`config.mk`:
```
export PLATFORM = sky130hd
export DESIGN_NAME = shift_register_bank
export DESIGN_NICKNAME = d
export VERILOG_FILES = /design/src/rtl/shift_reg_pkg.sv /design/src/rtl/shift_register_bank_d_stage.sv /design/src/rtl/shift_register_bank.sv
export SDC_FILE = /design/constraint.sdc
export NUM_CORES = 1
export LEC_CHECK = 0
export ABC_AREA = 1
export CAP_MARGIN = 15
export CORE_UTILIZATION = 42
export DETAILED_ROUTE_END_ITERATION = 7
export PLACE_DENSITY = 0.95
export SLEW_MARGIN = 20
export SYNTH_ARGS = -nofsm -noshare
export SYNTH_HDL_FRONTEND = slang
export SYNTH_SLANG_ARGS = --single-unit
export TNS_END_PERCENT = 10
```
`constraint.sdc`:
```
create_clock -name Clock -period 1.8 [get_ports Clock]
set_input_delay 0.18 -clock Clock [delete_from_list [all_inputs] [get_ports Clock]]
set_output_delay 0.18 -clock Clock [all_outputs]
set_load 0.01 [all_outputs]
```
`src/rtl/shift_reg_pkg.sv`:
```
// Mode encodings shared by the shift register bank and its stages.
// Width/depth-derived constants stay inside the modules that own the parameters.
package shift_reg_pkg;

    typedef enum logic [1:0] {
        MODE_HOLD  = 2'b00,
        MODE_SHIFT = 2'b01,
        MODE_LOAD  = 2'b10,
        MODE_CLEAR = 2'b11
    } shift_mode_t;

endpackage

```
`src/rtl/shift_register_bank_d_stage.sv`:
```
// d_stage: one WIDTH-bit edge-triggered register of the bank.
// Synchronous clear has priority; when enabled, the next value is either the
// shift-in word from the previous stage or this stage's parallel-load slice.
module d_stage #(
    parameter int WIDTH = 8
) (
    input  logic             Clock,
    input  logic             clr,
    input  logic             en,
    input  logic             sel_load,
    input  logic [WIDTH-1:0] shift_in,
    input  logic [WIDTH-1:0] load_in,
    output logic [WIDTH-1:0] q
);

    logic [WIDTH-1:0] q_r;
    logic [WIDTH-1:0] next_s;

    // Choose between shift-in and parallel-load data for the next value.
    always_comb begin
        next_s = shift_in;
        if (sel_load) begin
            next_s = load_in;
        end else begin
            next_s = shift_in;
        end
    end

    // Stage register: clear wins, otherwise capture when enabled, else hold.
    always_ff @(posedge Clock) begin
        if (clr) begin
            q_r <= {WIDTH{1'b0}};
        end else if (en) begin
            q_r <= next_s;
        end else begin
            q_r <= q_r;
        end
    end

    assign q = q_r;

endmodule

```
`src/rtl/shift_register_bank.sv`:
```
// shift_register_bank: DEPTH-stage, WIDTH-bit register chain with
// hold / shift / parallel-load / clear modes and saturating occupancy count.
// Optional feature: define SHIFT_REG_ROTATE_EN to add the 'rot' input, which
// turns a SHIFT into a rotation (oldest stage feeds stage 0, count untouched).
// Stage 0 sits in the low slice of q_all/load_data; q is the oldest stage.
module shift_register_bank
    import shift_reg_pkg::*;
#(
    parameter int WIDTH = 8,
    parameter int DEPTH = 4,
    localparam int CNT_W = $clog2(DEPTH + 1)
) (
    input  logic                   Clock,
    input  logic                   Reset,
    input  logic [1:0]             mode,
    input  logic [WIDTH-1:0]       d,
    input  logic [WIDTH*DEPTH-1:0] load_data,
`ifdef SHIFT_REG_ROTATE_EN
    input  logic                   rot,
`endif
    output logic [WIDTH-1:0]       q,
    output logic [WIDTH*DEPTH-1:0] q_all,
    output logic [CNT_W-1:0]       count,
    output logic                   full,
    output logic                   empty,
    output logic                   overflow
);

    localparam logic [CNT_W-1:0] CNT_FULL = CNT_W'(DEPTH);
    localparam logic [CNT_W-1:0] CNT_ZERO = {CNT_W{1'b0}};
    localparam logic [CNT_W-1:0] CNT_ONE  = CNT_W'(1);

    shift_mode_t      mode_s;
    logic             clear_s;
    logic             stage_en_s;
    logic             sel_load_s;
    logic             rotate_s;
    logic [WIDTH-1:0] stage0_in_s;
    logic [WIDTH-1:0] stage_s [DEPTH];

    logic [CNT_W-1:0] count_next_s;
    logic             overflow_next_s;
    logic [CNT_W-1:0] count_r;
    logic             full_r;
    logic             empty_r;
    logic             overflow_r;

    assign mode_s = shift_mode_t'(mode);

    // Decode the requested mode into stage controls; Reset overrides any mode.
    always_comb begin
        clear_s    = 1'b0;
        stage_en_s = 1'b0;
        sel_load_s = 1'b0;
        rotate_s   = 1'b0;
        if (Reset) begin
            clear_s = 1'b1;
        end else begin
            case (mode_s)
                MODE_HOLD: begin
                    stage_en_s = 1'b0;
                end
                MODE_SHIFT: begin
                    stage_en_s = 1'b1;
`ifdef SHIFT_REG_ROTATE_EN
                    rotate_s   = rot;
`else
                    rotate_s   = 1'b0;
`endif
                end
                MODE_LOAD: begin
                    stage_en_s = 1'b1;
                    sel_load_s = 1'b1;
                end
                MODE_CLEAR: begin
                    clear_s = 1'b1;
                end
                default: begin
                    clear_s = 1'b1;
                end
            endcase
        end
    end

    // Stage 0 shift-in source: serial input, or the oldest stage when rotating.
    always_comb begin
        stage0_in_s = d;
        if (rotate_s) begin
            stage0_in_s = stage_s[DEPTH-1];
        end else begin
            stage0_in_s = d;
        end
    end

    genvar gi;
    generate
        for (gi = 0; gi < DEPTH; gi++) begin : g_stage
            logic [WIDTH-1:0] shift_src_s;
            if (gi == 0) begin : g_head
                assign shift_src_s = stage0_in_s;
            end else begin : g_body
                assign shift_src_s = stage_s[gi-1];
            end

            d_stage #(
                .WIDTH (WIDTH)
            ) u_stage (
                .Clock    (Clock),
                .clr      (clear_s),
                .en       (stage_en_s),
                .sel_load (sel_load_s),
                .shift_in (shift_src_s),
                .load_in  (load_data[gi*WIDTH +: WIDTH]),
                .q        (stage_s[gi])
            );

            assign q_all[gi*WIDTH +: WIDTH] = stage_s[gi];
        end
    endgenerate

    // Next occupancy and overflow: load fills, shift counts up or drops the
    // oldest entry when already full, rotation leaves occupancy alone.
    always_comb begin
        count_next_s    = count_r;
        overflow_next_s = 1'b0;
        if (clear_s) begin
            count_next_s = CNT_ZERO;
        end else if (stage_en_s && sel_load_s) begin
            count_next_s = CNT_FULL;
        end else if (stage_en_s && !rotate_s) begin
            if (count_r == CNT_FULL) begin
                count_next_s    = CNT_FULL;
                overflow_next_s = 1'b1;
            end else begin
                count_next_s = count_r + CNT_ONE;
            end
        end else begin
            count_next_s = count_r;
        end
    end

    // Occupancy registers; full/empty are registered from the next count so
    // every status output comes straight from a flop.
    always_ff @(posedge Clock) begin
        if (Reset) begin
            count_r    <= CNT_ZERO;
            full_r     <= 1'b0;
            empty_r    <= 1'b1;
            overflow_r <= 1'b0;
        end else begin
            count_r    <= count_next_s;
            full_r     <= (count_next_s == CNT_FULL);
            empty_r    <= (count_next_s == CNT_ZERO);
            overflow_r <= overflow_next_s;
        end
    end

    assign q        = stage_s[DEPTH-1];
    assign count    = count_r;
    assign full     = full_r;
    assign empty    = empty_r;
    assign overflow = overflow_r;

endmodule

```
Word level (Yosys, flattened, before mapping)
Cells that the tools add are included.
{"block": "totals", "romBits": 0, "elab_cells": 34, "n_memories": 0, "inputBits": 44, "reg_bits": 38, "mem_bits_rw": 0, "latchBits": 0, "output_inout_bits": 46}
{"block": "op_classes", "n_mul": 0, "order_cmp": 0, "div_mod_pow": 0, "reduce_logical": 4, "n_bitwise": 1, "mux": 15, "n_shift": 0, "eq_ne": 5, "n_addsub": 1}
{"cell": "$mux W8", "n": 4}
{"cell": "$mux W3", "n": 4}
{"cell": "$mux W1", "n": 7}
{"cell": "$eq A3 B3 Y1 const B", "n": 2}
{"cell": "$eq A2 B2 Y1 const B", "n": 2}
{"cell": "$reduce_or A4 Y1", "n": 1}
{"cell": "$add A3 B1 Y3 const B", "n": 1}
{"cell": "$logic_not A3 Y1", "n": 1}
{"cell": "$eq A2 B1 Y1 const B", "n": 1}
{"cell": "$reduce_or A2 Y1", "n": 1}
{"cell": "$logic_and A1 B1 Y1", "n": 1}
{"cell": "$not A1 Y1", "n": 1}

Logic depth before layout (Yosys ltp)
Gate-level depths: netlist (run 1).
{"block": "logic_depth", "depth_word": 8, "ltp_mapped": 9, "depth_no_buf": 9}

By module
From an unflattened synthesis (run 1), not the netlist that was laid out.
{"block": "unflattened", "cells_unflattened": 330, "area_unflattened_um2": 2169.6}
{"mod": "d_stage", "seq_area_each_um2": 160.2, "instances": 4, "cells_each": 69, "area_each_um2": 442.9}
{"mod": "shift_register_bank", "seq_area_each_um2": 120.1, "instances": 1, "cells_each": 54, "area_each_um2": 397.9}

Least setup slack after synthesis (run 1)
OpenSTA, ideal clock, no wires.
{"block": "synth_timing", "path_type": "in2reg", "start": "in mode[0]", "end": "reg g_stage[1].u_stage.q_r[0]", "setup_slack_ns": 0.554, "cell_stages": 6, "required_ns": 1.679, "setup_time_ns": 0.121, "n_path_buf": 2, "t_arrival_ns": 1.125, "path_cell_list": "inv_1 > ha_1 > nor2_2 > buf_2 > buf_6 > a21oi_1"}
{"block": "synth_via", "elab_chain_cells": 4, "word_cells_on_any_way": 11, "cone_classes": "eq/ne: 3; mux: 7; reduce/logical: 1"}
{"item": "from (decl)", "line_no": "shift_register_bank.sv:15", "source": "input logic [1:0] mode,"}
{"item": "$eq A2 B2 Y1 / $eq A2 B1 Y1 (equally long branches)", "line_no": "shift_register_bank.sv:59", "source": "case (mode_s)"}
{"item": "$mux W1 / $reduce_or A2 Y1 (equally long branches)"}
{"item": "$mux W1 (on tied branches)", "line_no": "shift_register_bank.sv:56, shift_register_bank.sv:59"}
{"item": "$mux W8 / $mux W1 (equally long branches)", "line_no": "shift_register_bank_d_stage.sv:22, shift_register_bank.sv:56"}
{"item": "to (signal assigned)", "line_no": "shift_register_bank_d_stage.sv:32", "source": "q_r <= {WIDTH{1'b0}};"}
{"item": "to (signal assigned)", "line_no": "shift_register_bank_d_stage.sv:34", "source": "q_r <= next_s;"}
{"item": "to (signal assigned)", "line_no": "shift_register_bank_d_stage.sv:36", "source": "q_r <= q_r;"}
{"item": "to (decl)", "line_no": "shift_register_bank_d_stage.sv:16", "source": "logic [WIDTH-1:0] q_r;"}
Several ways; a longest one is shown, not always the timed one.
A chain may end at the register's enable or synchronous reset.

Worst setup path in the final report (run 1)
{"block": "layout_timing", "start": "in mode[1]", "end": "reg g_stage[1].u_stage.q_r[3]"}
Same word-level chain as after synthesis.

==> flow_summary_export.csv, run 1 <==
group,metric,value,unit
place,dp_slack,-482,ps
hold_path,min_path_cells,3,
synthesis,synth_top_family_by_area,"compound AO/OA/AOI/OAI gates",
synthesis,synth_fa_ha_area_share,2.93,%
worst_setup_path,end_kind,"flip-flop",
synthesis,synth_area,0.00171,mm²
worst_setup_path,reg2regPathDepth,8,
clocking,cts_buffer_depth,2,
routing,wl_per_cell,14.3,µm
pwr,swShare,27.5,%
worst_setup_path,path_class,"input pin to flip-flop",
global_route,grt_pass1_vias,1740,
routing,drt-initial-drc-count,190,
sta,relSlewSlack,51.7,%
worst_setup_path,cp.arrival,1860,ps
sta,period_minus_slack,1660,ps
synthesis,synth-compound-area-share,22.5,%
sta,rsz0062_at_grt,"no",
global_route,antenna_found_initial,0,
clocking,numCtsBuffers,5,
global_route,grt_max_degree,32,
sta,holdWs,489,ps
clocking,clk_pin_slew,70,ps
run,drv_cap,0,
global_route,grt_pass1_wl,7.98,mm
pwr,share_seq_of_total_power,45.6,%
synthesis,syn_inst,219,
layout,nNetsFinal,352,
layout,seqCellArea,761,µm²
routing,final_antenna_net_count,0,
die,die-height,65.7,µm
place,portBuffers,89,
sta,period_share,92.0,%
layout,drive_above_1_share,8.85,%
synthesis,synth_xor_area_share,0,%
routing,dr.pass1.iters,4,
synthesis,synth.area.mux_share,0,%
pwr,p_int,1.55,mW
die,row_count,22,
clocking,cts_root_buffer,"clkbuf_8",
die,placeableCoreArea,0.00377,mm²
synthesis,yosysWarnings,0,
synthesis,synth_top_area_share,44.6,%
synthesis,synth-simple-area-share,19.1,%
global_route,grtUsageTotal,24.2,%
pwr,irDropWorstVdd,0.506,mV
synthesis,yosys.area.top_type,"dfxtp_1",
sta,tightest_slew,723,ps
clocking,htreeDepth,2,
pwr,clkPwrFrac,27.7,%
layout,antenna_cells,0,
hold_path,hp-class,"input pin to flip-flop",
pwr,p_sw,0.587,mW
die,die-area,0.00432,mm²
clocking,cts_post_setup_buffers_inserted,0,
worst_setup_path,crit_fanout,31,
synthesis,synth-seq-cells,38,
synthesis,ys_top_cells_by_area,"dfxtp_1, o21ai_0, nor3_1, o22ai_1, a21oi_1",
synthesis,yosysSeqAreaShare,44.6,%
run_status,status,"complete, no violations",
pwr,power.leakage,1.07,nW
clocking,cts_tree,"built",
synthesis,synth_area_per_cell,7.79,µm²
layout,nFillCells,291,
sta,finalHoldViolCount,0,
sta,clock.fmax,0.604,GHz
die,num_io_pins,90,
routing,via_per_inst,5.31,
routing,finalWirelength,5.05,mm
die,initial_core_util,45.3,%
pwr,power_frac_comb,26.7,%
worst_setup_path,required,2010,ps
clocking,clock-sinks,38,
synthesis,synthesis.nets,267,
die,dieWidth,65.7,µm
worst_setup_path,cp-start-kind,"input pin",
layout,area_delta_synth_final,59.1,%
synthesis,synth.distinct_cells,21,
sta,drv_slew,0,
pwr,p_per_area,785,mW/mm²
sta,setup_slack,144,ps
place,dp_hpwl,3.55,mm
global_route,grt-ovfl-total,0,
clocking,cts_resized,1,
clocking,clock_latency,280,ps
clocking,ctsHoldBuffers,0,
routing,drcViolationCount,0,
routing,vias,1875,
sta,fin_skew,2.07,ps
layout,multi_input_area,768,µm²
place,gp_congestion,0.833,
sta,final-setup-viol-count,0,
## layer usage
layer / up-vias / track usage [%] / part of all wire, %
li1: 926 / - / -
met1: 848 / 28.5 / 40
met2: 92 / 42.6 / 51
met3: 9 / 3.99 / 6.7
met4: 0 / 10.3 / 1.8
met5: - / 0 / 0
## per-stage QoR
| step | setup TNS [ps] | cells | area [µm²] | utilization, % | total power, mW |
|---|---|---|---|---|---|
| final | 0 | 353 | 2720 | 72.0 | 2.13 |
| after global routing | 0 | 353 | 2720 | 72.0 | 2.24 |
| after CTS | 0 | 353 | 2720 | 72.0 | 2.14 |
| after detailed placement | -12530 | 345 | 2620 | 69.4 | 1.55 |
| after global placement | -9240 | 345 | 2620 | 69.4 | 1.53 |
| after floorplan | 0 | 219 | 1710 | - | 1.24 |
## cell families after synthesis
| logic type | count (synthesis) |
|---|---|
| fa+ha+maj | 4 |
| simple gates | 71 |
| flops | 38 |
| compound gates | 72 |
| buf+inv | 34 |
## placed cells by master, fill, tap and decap left out
cell	n
clkbuf_8	6
clkinv_2	1
nand3_1	2
dfxtp_1	38
nand2_2	1
o21ai_0	33
nand4_1	2
nor2_4	2
o22ai_1	19
nand3_2	1
inv_1	8
clkbuf_1	1
nor2_1	16
nand2_1	19
buf_12	1
nor2_2	1
nor3_1	27
inv_2	3
a21oi_1	19
buf_4	11
ha_1	4
o21ai_1	1
clkdlybuf4s50_1	89
## registers in the layout, indices dropped and copies added (netlist names)
name,flops
empty,1
overflow,1
count,3
full,1
g_stage.u_stage.q,32
## power by group through the flow
stage | Combinational [mW] | Clock, mW | Sequential [mW]
floorplan | 0.225 | 0 | 1.01
finish | 0.569 | 0.591 | 0.972
global route | 0.616 | 0.644 | 0.979
detailed placement | 0.562 | 0 | 0.989
global placement | 0.546 | 0 | 0.987
CTS | 0.568 | 0.604 | 0.971
## path summary, 6_finish.rpt
path                           startpoint                       to  slack (ps)
setup / recovery                  mode[1]  g_stage[1].u_stage.q[3]         140
hold reg to reg   g_stage[3].u_stage.q[6]  g_stage[3].u_stage.q[6]         560
hold / removal               load_data[3]  g_stage[0].u_stage.q[3]         490
setup reg to reg                 count[0]                    empty         430
## synth_stat cells
master    count
dfxtp_1      38
ha_1          4
clkbuf_1      5
nand3_1       2
nor2_4        1
o21ai_1       1
nand3_2       1
buf_4         9
inv_2         3
buf_6         2
nand4_1       2
nand2_2       1
nor3_1       27
o21ai_0      33
nor2_1       17
a21oi_1      19
inv_1         8
nor2_2        1
buf_2         7
o22ai_1      19
nand2_1      19
## area by class of cell
| cell class | count | area share (%) |
|---|---|---|
| Timing Repair Buffer | 101 | 36.6 |
| Multi-Input combinational cell | 147 | 28.3 |
| Inverter | 11 | 1.52 |
| Clock buffer | 7 | 3.18 |
| Tap cell | 48 | 2.21 |
| Clock inverter | 1 | 0.184 |
| Sequential cell | 38 | 28.0 |
## worst max-delay path, cell delays in order
cell             delay (ps)
clkdlybuf4s50_1         500
ha_1                    200
inv_2                    60
nor2_4                  550
o22ai_1                 170
a21oi_1                 190
(Power assumes the default switching activity.)
==> run 2: changes to the inputs <==
--- a/config.mk
+++ b/config.mk
@@ -7,7 +7,8 @@
 export LEC_CHECK = 0
 export ABC_AREA = 1
 export CAP_MARGIN = 15
-export CORE_UTILIZATION = 42
+export CORE_UTILIZATION = 43
+export CTS_BUF_LIST = sky130_fd_sc_hd__clkbuf_8
 export DETAILED_ROUTE_END_ITERATION = 7
 export PLACE_DENSITY = 0.95
 export SLEW_MARGIN = 20
==> run 2 against run 1 <==
Clock skew increased by 4.7 ps. Register-to-register slack gained 20 ps. Wire length grew 1.2%. Clock-buffer cell count is 1 lower. Sequential cell count is the same. Clock power is 2% higher. Die area decreased by 2.3%. Via count rose by 1.6%. Critical path type unchanged. Critical endpoint is now empty. Largest cell class unchanged. Largest power group unchanged.
==> flow_summary_export.csv, run 2 (synthesis gave the netlist of run 1 again) <==
group,metric,value,unit
run_status,status,"complete, no violations",
die,initial_core_util,45.6,%
worst_setup_path,crit_fanout,18,
routing,dr.pass1.iters,4,
clocking,numCtsBuffers,5,
place,placed_cell_area,0.00260,mm²
worst_setup_path,endpoint,"empty",
global_route,antenna_found_initial,0,
sta,clock.fmax,0.624,GHz
place,dp_hpwl,3.55,mm
sta,drv_slew,0,
global_route,grt-ovfl-total,0,
sta,tns,0,ps
layout,final_common_cell,"clkdlybuf4s50_1",
clocking,clock-sinks,38,
routing,via_per_inst,5.46,
layout,largest_register_ffs,32,
place,dp_slack,-79.4,ps
worst_setup_path,reg2reg_from,"count[0]",
layout,antenna_cells,0,
layout,drive_above_1_share,7.97,%
global_route,grt_max_degree,32,
sta,tightest_slew,354,ps
sta,period_share,89.1,%
die,die-height,65,µm
layout,area_delta_synth_final,58.0,%
sta,relSlewSlack,76.3,%
worst_setup_path,cp.arrival,1790,ps
layout,nNetsFinal,348,
pwr,power.leakage,1.05,nW
routing,final_antenna_net_count,0,
routing,wl_per_cell,14.6,µm
worst_setup_path,path_class,"input pin to flip-flop",
global_route,gr-usage-met2,44.9,%
run,drv_cap,0,
layout,final_cell_mix,"clkdlybuf4s50_1, dfxtp_1, o21ai_0",
pwr,irDropWorstVdd,0.631,mV
clocking,clk_pin_slew,80,ps
sta,final-setup-viol-count,0,
sta,setup_slack,197,ps
worst_setup_path,timing.rr.end,"empty",
place,gp_congestion,0.771,
sta,rsz0062_at_grt,"no",
routing,drcViolationCount,0,
worst_setup_path,rrSetupSlack,450,ps
pwr,p_total,2.14,mW
sta,finalHoldViolCount,0,
clocking,clock_latency,280,ps
die,placeableCoreArea,0.00374,mm²
die,num_io_pins,90,
layout,layoutNonFillerInstCount,349,
worst_setup_path,required,1980,ps
clocking,ctsHoldBuffers,0,
die,die-area,0.00423,mm²
worst_setup_path,end_kind,"flip-flop",
clocking,htreeDepth,2,
clocking,cts_buffer_depth,2,
place,placedCellCount,341,
global_route,grt_use_met1,28.9,%
hold_path,hp-class,"input pin to flip-flop",
clocking,cts_root_buffer,"clkbuf_8",
pwr,p_per_area,793,mW/mm²
global_route,grt_pass1_vias,1806,
clocking,cts_tree,"built",
routing,drt-initial-drc-count,141,
routing,vias,1905,
global_route,met3_usage,4.40,%
clocking,cts_resized,0,
worst_setup_path,crit_start,"mode[0]",
global_route,grtUsageTotal,25.0,%
die,dieWidth,65,µm
sta,fin_skew,6.74,ps
worst_setup_path,reg2regPathDepth,8,
routing,finalWirelength,5.11,mm
layout,design_area,0.00270,mm²
worst_setup_path,cp-start-kind,"input pin",
global_route,grt_pass1_wl,8.15,mm
die,row_count,22,
global_route,busiest_layer,"met2",
sta,period_minus_slack,1600,ps
clocking,cts_post_setup_buffers_inserted,0,
place,portBuffers,89,
-- run 2: cell types whose count changed in the layout (fill, tap and decap cells not counted), sizes merged --
cell      delta
clkinvlp     +1
buf          -4
clkbuf       -1
-- run 2: how the worst min path moves through the flow --
| stage | cells past startpoint | to | from | slack [ps] |
|---|---|---|---|---|
| 2_1_floorplan | 2 | g_stage[0].u_stage.q[6] | d[6] | 350 |
| 3_3_place_gp | 2 | g_stage[3].u_stage.q[1] | g_stage[3].u_stage.q[1] | 540 |
| 3_5_place_dp | 2 | g_stage[3].u_stage.q[0] | g_stage[3].u_stage.q[0] | 550 |
| 4_1_cts | 3 | g_stage[0].u_stage.q[1] | load_data[1] | 490 |
| 5_1_grt | 3 | g_stage[0].u_stage.q[3] | load_data[3] | 510 |
| 6_report | 3 | g_stage[0].u_stage.q[1] | load_data[1] | 490 |
-- run 2: worst max-delay path, stage by stage --
cell and delay, ps:
clkdlybuf4s50_1 480, inv_1 50, ha_1 330, inv_2 70, nand2_2 290, nor2_1 80, nor2_1 130, o21ai_1 80
nand2_1 60, inv_1 40
-- run 2: through the flow --
stage / hold WS (ps) / utilization (%)
4_1_cts: 486 / 72.0
3_5_place_dp: 551 / 69.5
5_1_grt: 508 / 72.0
6_report: 488 / 72.0
3_3_place_gp: 537 / 69.5
2_1_floorplan: 354 / -
-- run 2: area by class of cell --
cell class	instances	area (µm²)
tap	48	60.1
sequential	38	761
fill	323	1050
multi-input combinational	147	763
clock buffer	6	82.6
timing repair buffer	97	976
clock inverter	2	12.5
inverter	11	41.3
-- run 2: where the power goes --
| group | switching [mW] | leakage (nW) | internal (mW) |
|---|---|---|---|
| clock network | 0.294 | 0.0472 | 0.308 |
| logic | 0.247 | 0.689 | 0.316 |
| registers | 0.0587 | 0.314 | 0.915 |
| total | 0.600 | 1.05 | 1.54 |
-- run 2: per-layer routing --
metal,vias to the layer above,part of all wire (%)
met1,896,42
met2,81,52
li1,921,-
met5,-,0
met4,0,1.5
met3,7,4.9
==> run 3: changes to the inputs <==
--- a/config.mk
+++ b/config.mk
@@ -7,9 +7,13 @@
 export LEC_CHECK = 0
 export ABC_AREA = 1
 export CAP_MARGIN = 15
-export CORE_UTILIZATION = 43
+export CELL_PAD_IN_SITES_DETAIL_PLACEMENT = 0
+export CELL_PAD_IN_SITES_GLOBAL_PLACEMENT = 1
+export CORE_MARGIN = 2
+export CORE_UTILIZATION = 30
 export CTS_BUF_LIST = sky130_fd_sc_hd__clkbuf_8
 export DETAILED_ROUTE_END_ITERATION = 7
+export MAX_ROUTING_LAYER = met4
 export PLACE_DENSITY = 0.95
 export SLEW_MARGIN = 20
 export SYNTH_ARGS = -nofsm -noshare
==> run 3 against run 2 <==
Largest cell class unchanged. Maximum frequency down 0.27%. Final cell count up 9.2%. Die area up 49%. Via count down 1.8%. Worst setup slack worse by 4.4 ps. Sequential cell count unchanged. Power down 0.29%. Global-route usage down 7.7 points. First-iteration DRC count down 9.2%. Hold slack better by 2.9 ps. Clock skew down 3.4 ps.
==> flow_summary_export.csv, run 3 (synthesis gave the netlist of run 1 again) <==
group,metric,value,unit
place,gp_congestion,0.774,
global_route,grtUsageTotal,17.3,%
layout,nNetsFinal,356,
routing,final_antenna_net_count,0,
clocking,clock_latency,280,ps
global_route,grt_pass1_vias,1760,
pwr,power.leakage,1.09,nW
clocking,cts_post_setup_buffers_inserted,0,
global_route,grt_pass1_wl,8.42,mm
sta,setup_slack,192,ps
clocking,cts_buffer_depth,2,
die,dieWidth,79.4,µm
sta,drv_slew,0,
pwr,p_total,2.13,mW
clocking,clk_pin_slew,70,ps
die,die-area,0.00631,mm²
sta,clock.fmax,0.622,GHz
die,num_io_pins,90,
place,portBuffers,89,
clocking,ctsHoldBuffers,0,
worst_setup_path,crit_start,"mode[1]",
worst_setup_path,reg2reg_from,"count[0]",
hold_path,min_path_cells,3,
routing,dr.pass1.iters,4,
sta,tightest_slew,571,ps
worst_setup_path,path_cells,"clkdlybuf4s50_1, ha_1, inv_2, nor2_2, buf_4, o22ai_1, a21oi_1",
pwr,p_int,1.54,mW
worst_setup_path,end_kind,"flip-flop",
worst_setup_path,crit_slowest_cell,"clkdlybuf4s50_1",
clocking,cts_root_buffer,"clkbuf_8",
worst_setup_path,cp.arrival,1820,ps
worst_setup_path,cp_top_family,"buffers and inverters",
clocking,clock-sinks,38,
global_route,grt_max_degree,24,
sta,period_minus_slack,1610,ps
sta,holdWs,491,ps
layout,area_delta_synth_final,61.6,%
layout,drive_above_1_share,10.0,%
clocking,htreeDepth,2,
hold_path,hp-start,"load_data[4]",
die,row_count,27,
global_route,antenna_found_initial,0,
run,drv_cap,0,
worst_setup_path,reg2regPathDepth,8,
routing,drcViolationCount,0,
sta,fin_skew,3.34,ps
routing,wl_per_cell,13.6,µm
routing,via_per_inst,4.91,
pwr,swShare,27.7,%
layout,antenna_cells,0,
run_status,status,"complete, no violations",
clocking,numCtsBuffers,5,
sta,relSlewSlack,61.9,%
pwr,clkPwrFrac,27.7,%
layout,final_cell_mix,"clkdlybuf4s50_1, dfxtp_1, o21ai_0",
die,initial_core_util,31.0,%
hold_path,hp-class,"input pin to flip-flop",
worst_setup_path,crit_fanout,13,
place,placed_cell_area,0.00267,mm²
layout,design_area,0.00276,mm²
clocking,cts_tree,"built",
worst_setup_path,max_stage_delay,480,ps
worst_setup_path,path_class,"input pin to flip-flop",
worst_setup_path,crit_cells,7,
layout,largest_register_ffs,32,
pwr,power_frac_comb,26.7,%
pwr,irDropWorstVdd,0.411,mV
die,die-height,79.4,µm
sta,rsz0062_at_grt,"no",
global_route,grt-ovfl-total,0,
routing,finalWirelength,5.17,mm
pwr,p_per_area,773,mW/mm²
worst_setup_path,crit_buf_inv,3,
routing,vias,1871,
die,placeableCoreArea,0.00551,mm²
place,dp_hpwl,3.85,mm
pwr,p_sw,0.591,mW
layout,final_common_cell,"clkdlybuf4s50_1",
worst_setup_path,required,2010,ps
place,dp_slack,-140,ps
sta,period_share,89.3,%
pwr,share_seq_of_total_power,45.5,%
sta,final-setup-viol-count,0,
worst_setup_path,cp-start-kind,"input pin",
routing,drt-initial-drc-count,128,
clocking,cts_resized,0,
sta,finalHoldViolCount,0,
-- run 3: path summary, 6_finish.rpt --
path | slack, ps | to
worst max register to register | 490 | full
worst max-delay path | 190 | g_stage[2].u_stage.q[2]
worst min register to register | 560 | g_stage[3].u_stage.q[1]
worst min-delay path | 490 | g_stage[0].u_stage.q[4]
-- run 3: worst reg2reg max path, stage by stage (launching register included) --
cell and delay, ps:
dfxtp_1 390, inv_1 110, ha_1 220, nand2_1 120, nand2_1 70, nand2_1 70, nand4_1 110, nand2_1 90
nor2_1 40
-- run 3: metal layers --
metal  GRT usage [%]  share of wire, %  vias up
met5               -                 0        -
li1                -                 -      936
met1            22.7                46      872
met3            4.98               6.4        2
met2            26.7                47       61
met4            3.45              0.29        0
-- run 3: cell type report --
class                           instances  area (µm²)
Inverter                               11        41.3
Tap cell                               72        90.1
Clock inverter                          2        8.76
Multi-Input combinational cell        147         763
Fill cell                             525        2750
Sequential cell                        38         761
Timing Repair Buffer                  105        1010
Clock buffer                            6        82.6
-- run 3: stage by stage --
step,setup TNS [ps],instances,utilization [%]
5_1_grt,0,381,50.1
4_1_cts,0,381,50.1
3_3_place_gp,-858,373,48.4
3_5_place_dp,-2360,373,48.4
6_report,0,381,50.1
2_1_floorplan,0,219,-
-- run 3: power by group through the flow --
| stage | Clock, mW | Combinational (mW) | Sequential (mW) |
|---|---|---|---|
| 3_3_place_gp | 0 | 0.563 | 0.991 |
| 5_1_grt | 0.649 | 0.623 | 0.981 |
| 4_1_cts | 0.604 | 0.574 | 0.972 |
| 3_5_place_dp | 0 | 0.570 | 0.991 |
| 2_1_floorplan | 0 | 0.225 | 1.01 |
| 6_report | 0.592 | 0.570 | 0.971 |
